--- config.mk ---
export PLATFORM = sky130hd
export DESIGN_NAME = sata_oob_detect
export DESIGN_NICKNAME = d
export VERILOG_FILES = /design/src/rtl/sata_oob_detect_pkg.sv /design/src/rtl/sata_oob_detect_sync.sv /design/src/rtl/sata_oob_detect.sv
export SDC_FILE = /design/constraint.sdc
export NUM_CORES = 1
export LEC_CHECK = 0
export BUFFER_PORTS_ARGS = -buffer_cell sky130_fd_sc_hd__buf_2
export CORE_MARGIN = 2
export CORE_UTILIZATION = 53
export DETAILED_ROUTE_END_ITERATION = 6
export PLACE_DENSITY = 0.77
export SYNTH_ARGS = -nofsm -noshare
export SYNTH_HDL_FRONTEND = slang
export SYNTH_SLANG_ARGS = --single-unit
--- constraint.sdc ---
create_clock -name i_clk -period 2.2 [get_ports i_clk]
set_clock_uncertainty 0.2 [all_clocks]
set_input_delay 0 -clock i_clk [delete_from_list [all_inputs] [get_ports i_clk]]
set_output_delay 0 -clock i_clk [all_outputs]
set_load 0.01 [all_outputs]
--- src/rtl/sata_oob_detect_pkg.sv ---
// Shared types for the SATA receive-side OOB detector: line-state encoding and
// the gap-window classification helper.
package sata_oob_detect_pkg;

  typedef enum logic [1:0] {
    ST_IDLE,
    ST_BURST,
    ST_GAP,
    ST_ACTIVE
  } oob_state_t;

  function automatic logic in_window(input int unsigned len,
                                     input int unsigned lo,
                                     input int unsigned hi);
    return (len >= lo) && (len <= hi);
  endfunction

endpackage

--- src/rtl/sata_oob_detect_sync.sv ---
// Two-flop synchroniser for the transceiver electrical-idle flag; both stages
// come out of reset reading idle.
module sata_oob_sync (
  input  logic i_clk,
  input  logic i_reset,
  input  logic i_async,
  output logic o_sync
);

  logic [1:0] sync_q;

  always_ff @(posedge i_clk) begin
    if (i_reset) sync_q <= '1;
    else         sync_q <= {sync_q[0], i_async};
  end

  assign o_sync = sync_q[1];

endmodule

--- src/rtl/sata_oob_detect.sv ---
// SATA OOB detector: measures burst/gap lengths on i_elecidle and pulses on
// COMINIT/COMRESET or COMWAKE. Define SATA_OOB_SYNC_EN to add a 2-flop input synchroniser.
module sata_oob_detect
  import sata_oob_detect_pkg::*;
#(
  parameter int unsigned WAKE_GAP_MIN = 6,
  parameter int unsigned WAKE_GAP_MAX = 26,
  parameter int unsigned INIT_GAP_MIN = 27,
  parameter int unsigned INIT_GAP_MAX = 78,
  parameter int unsigned BURST_MAX    = 24,
  parameter int unsigned NGAPS        = 3
) (
  input  logic i_clk,
  input  logic i_reset,
  input  logic i_elecidle,
  output logic o_cominit,
  output logic o_comwake,
  output logic o_link_active
);

  localparam int unsigned LEN_MAX = (INIT_GAP_MAX > BURST_MAX) ? INIT_GAP_MAX : BURST_MAX;
  localparam int unsigned CW      = $clog2(LEN_MAX + 2);
  localparam int unsigned NW      = $clog2(NGAPS + 1);

  logic elecidle;

`ifdef SATA_OOB_SYNC_EN
  sata_oob_sync u_sync (
    .i_clk   (i_clk),
    .i_reset (i_reset),
    .i_async (i_elecidle),
    .o_sync  (elecidle)
  );
`else
  assign elecidle = i_elecidle;
`endif

  oob_state_t    state;
  logic [CW-1:0] len_cnt;
  logic [CW-1:0] len_inc;
  logic [NW-1:0] wake_cnt;
  logic [NW-1:0] init_cnt;
  logic          wake_hit;
  logic          init_hit;

  // Saturating length count; the gap timeout fires before saturation matters.
  always_comb begin
    len_inc  = (len_cnt == CW'(LEN_MAX + 1)) ? len_cnt : len_cnt + CW'(1);
    wake_hit = in_window(32'(len_cnt), WAKE_GAP_MIN, WAKE_GAP_MAX);
    init_hit = in_window(32'(len_cnt), INIT_GAP_MIN, INIT_GAP_MAX);
  end

  always_ff @(posedge i_clk) begin
    if (i_reset) begin
      state         <= ST_IDLE;
      len_cnt       <= '0;
      wake_cnt      <= '0;
      init_cnt      <= '0;
      o_cominit     <= 1'b0;
      o_comwake     <= 1'b0;
      o_link_active <= 1'b0;
    end else begin
      o_cominit <= 1'b0;
      o_comwake <= 1'b0;
      case (state)
        ST_IDLE: begin
          if (!elecidle) begin
            state   <= ST_BURST;
            len_cnt <= CW'(1);
          end
        end
        ST_BURST: begin
          if (elecidle) begin
            state   <= ST_GAP;
            len_cnt <= CW'(1);
          end else begin
            len_cnt <= len_inc;
            if (len_inc > CW'(BURST_MAX)) begin
              state         <= ST_ACTIVE;
              wake_cnt      <= '0;
              init_cnt      <= '0;
              o_link_active <= 1'b1;
            end
          end
        end
        ST_GAP: begin
          if (elecidle) begin
            len_cnt <= len_inc;
            if (len_inc > CW'(INIT_GAP_MAX)) begin
              state    <= ST_IDLE;
              wake_cnt <= '0;
              init_cnt <= '0;
            end
          end else begin
            // Burst edge closes the gap: classify its length, then restart counting.
            state    <= ST_BURST;
            len_cnt  <= CW'(1);
            if (wake_hit) begin
              init_cnt <= '0;
              if (wake_cnt == NW'(NGAPS - 1)) begin
                o_comwake <= 1'b1;
                wake_cnt  <= '0;
              end else begin
                wake_cnt <= wake_cnt + NW'(1);
              end
            end else if (init_hit) begin
              wake_cnt <= '0;
              if (init_cnt == NW'(NGAPS - 1)) begin
                o_cominit <= 1'b1;
                init_cnt  <= '0;
              end else begin
                init_cnt <= init_cnt + NW'(1);
              end
            end else begin
              wake_cnt <= '0;
              init_cnt <= '0;
            end
          end
        end
        ST_ACTIVE: begin
          if (elecidle) begin
            state         <= ST_GAP;
            len_cnt       <= CW'(1);
            o_link_active <= 1'b0;
          end
        end
        default: state <= ST_IDLE;
      endcase
    end
  end

endmodule
==> summary by stage <==
Run status
The run finished with clean final reports.

Final layout
The area added between synthesis and finish is 24.0%. The finished layout holds 186 standard cells, fillers aside. The post-route cell area is 1430 um2.

Fill cells in the final layout number 171. The flip-flop and latch area is ~330 um2. Of the cells placed in the final design, the portion with a size suffix greater than 1 is 0.321. The total area of multi-input combinational cells is 863 um2.

The repair_antennas step left the layout with diodes totalling 0. The number of nets at the end of the flow is 170.

Die
The number of placed I/O pins is 6. The floorplan step defined a die boundary enclosing around 2600 um2. In this run the horizontal extent of the chip is between 50 and 60 um.

The die height is 50.6 um. The core area is between 2000 and 2500 um2. The floorplan has 16 rows. The initial cell density of the core is 0.576.

Timing
The worst path meets setup with 45.2 ps of slack. Setup repair after global routing could not meet its margin everywhere. The final number of setup-violating endpoints is 0.

The time the worst path needs with I/O delays and setup is 2150 ps. On the final layout, the worst hold slack is 30.1 ps. Static timing analysis puts the maximum clock frequency at 464 MHz.

The count of final max-slew check failures is 0. The transition time of the tightest slew-check pin is 312 ps. The worst slew margin relative to its limit is 0.792. The final hold violation count came to 0.

Of the available clock period, the critical path in the final layout requires 0.979.

Power
In this run the static leakage power is between 0.0005 and 0.0006 uW. The sum of internal, switching and leakage power is between 700 and 800 uW. The power density normalized to cell area is 550 nW/um2. VDD sags by at most 0.391 mV.

Clock tree
Clock-pin slew was measured on the worst setup and hold paths at 110 ps. The number of clock buffers added by TritonCTS is 3. The tree built by TritonCTS fans out to 16 sinks.

Clock latency on the worst-skew pair, taken at its later pin, is 290 ps. The library cell used as clock root buffer is clkbuf_4. CTS built an H-tree with a depth of 1. The TritonCTS clock tree is done. The maximum buffer depth of the clock tree is 2.

Worst setup path
The worst setup path is captured at a flop. The data required time of the critical path is 2230 ps. STA classifies the critical path startpoint as a flop. For the worst flop-to-flop path, the logic depth is 7.

The critical path class is flop to flop. The signal on the critical path passes through buf_4 > and4_4 > nor3_2 > mux2i_1 > or4b_4 > or3b_1 > mux2i_1. The dominant cell type by count on the critical path is mux2i_1.

The slowest stage of the critical path belongs to the cell or4b_4. On the worst path, the slowest cell contributes a delay of about 500 ps. The data arrival time of the critical path is 2190 ps.

In this run the worst path has a maximum fanout of 6.

Yosys
The Yosys step of the flow raised 0 warnings. The fraction of synthesized cell area taken by the top area cell type is 0.278. In the synthesized netlist the dominant register cell turns out to be dfxtp_1. In this run, synthesis produced a sequential element count of 16. The biggest area contributor in the post-synthesis netlist is dfxtp_1. By area the synthesized netlist is led by dfxtp_1 28%, ha_1 7.6%, nor2_1 6.2%, mux2i_1 4.3%, a21oi_1 3.9%. The area of the mapped netlist is 1150 um2.

The number of synthesized flops with an enable pin is 0. The cell count after synthesis came out at 142. The share of the Yosys chip area taken by registers is 0.278. By count the netlist is led by 19 x nor2_1, 16 x dfxtp_1, 9 x a21oi_1, 7 x ha_1, 7 x nand2_1. The count of distinct cell types in the synthesized netlist is 49. After synthesis, the share of flip-flops with an asynchronous set or reset is 0. When the netlist entered floorplanning its net count stood at 152.

Among all cell types in the netlist, the one instantiated most often is nor2_1. A synthesized cell averages 8.12 um2.

GRT
The initial antenna violation count is 0. The remaining global-route overflow is 0. The first global-routing pass estimated 4580 um of wire.

Entering global routing, the biggest net connects 18 pins. The number of global-route vias before repair came to 1057. The aggregate global-route resource usage is 0.230.

Route
After detailed routing, the wire length on met1 is approximately 1300 um. The detail route stage leaves a number of antenna-violating nets equal to 0. The mean routed wirelength per cell is 14.8 um. The pre-antenna-repair detailed-routing pass consisted of 4 iterations.

The highest layer used for signal routing is met4. The number of remaining DRC errors is 0. The wire length on met2 is 1260 um.

After detailed routing, the number of vias per cell comes to roughly 6.0. The detailed router placed ~1100 vias in this run. The routed wire length is 2750 um. The initial detailed-routing violation count is 23. Wire segments on met3 add up to 131 um in the final route.

Place
The placer's final routability congestion estimate is around 0.8. Detailed placement finished with a half-perimeter wire length of 1890 um. Once placement finished, the instance area stood at 1290 um2. Prior to clock tree synthesis, the placed netlist has a worst setup slack of -49.7 ps.

The number of port buffers is 5. Once placement completed, the tool counted placed cells totaling between 150 and 200.

Job
Across the run, the number of max-cap violations was 0.

Min path
The hold-critical path depth is 4. The path category of the worst min-delay check is input pin to flop.
## cell type report
type / count / share of cell area
Tap cell: 27 / 0.0236
Inverter: 5 / 0.0131
Sequential cell: 16 / 0.233
Clock buffer: 4 / 0.0254
Multi-Input combinational cell: 114 / 0.604
Timing Repair Buffer: 20 / 0.101
## metal layers
| layer | vias up | GRT usage |
|---|---|---|
| li1 | 547 | - |
| met1 | 535 | 0.303 |
| met2 | 29 | 0.368 |
| met3 | 5 | 0.0536 |
| met4 | 0 | 0.0811 |
| met5 | - | 0 |
## repair_timing
item | 4_1_cts | 5_1_grt
hold buffers | 1 | 0
resized for setup | 5 | 15
setup buffers | 3 | 0
hold endpoints to repair | 9 | 0
pin swaps | 0 | 6
setup endpoints to repair | 7 | 8
## cell families after synthesis
kind of cell    count (synthesis)  share of synthesized area
compound gates                 33                      0.194
xor+xnor                        4                     0.0304
fa+ha+maj                       7                     0.0760
buf+inv                        12                     0.0489
flops                          16                      0.278
mux                             7                     0.0630
simple gates                   63                      0.309
## registers in the layout (all words and copies together), names as in the netlist
name and count:
o_cominit 1, len_cnt 7, init_cnt 2, o_link_active 1, state 2, o_comwake 1
wake_cnt 2
## placed cells by master (no fill, tap or decap), drive strengths merged, types with 3 or more instances in the layout
cell    instances
a311oi          3
inv             5
clkbuf          4
nand2b          6
o21ai           6
nand2           7
nor3            5
nor2           19
a22oi           3
dfxtp          16
buf            19
mux2i           5
nand3           5
ha              7
a21oi           9
## report_power, final
part / internal (uW) / switching (uW) / leakage (uW) / total, uW
Sequential: 303 / 17.6 / 0.000133 / 321
Combinational: 118 / 143 / 0.000401 / 261
Clock: 101 / 104 / 0.0000210 / 204
Total: 522 / 264 / 0.000555 / 786
## critical path: cells and delay by family (launching register included)
| kind | cells | cell delay (ps) |
|---|---|---|
| AND/OR/NAND/NOR | 4 | 1110 |
| buffers and inverters | 1 | 160 |
| multiplexers | 2 | 250 |
| flip-flops | 1 | 380 |
## through the flow
step	setup TNS, ps	utilization
2_1_floorplan	0	-
3_3_place_gp	-1.12	0.644
3_5_place_dp	-102	0.644
4_1_cts	-24.0	0.693
5_1_grt	-128	0.714
6_report	0	0.714
## worst paths after layout
| kind | startpoint | endpoint | slack [ps] |
|---|---|---|---|
| min reg2reg | init_cnt[0] | o_cominit | 300 |
| min | i_elecidle | o_link_active | 30 |
| max reg2reg | len_cnt[0] | init_cnt[1] | 50 |
| max | len_cnt[0] | init_cnt[1] | 50 |
Power figures use the tool's default switching activity.
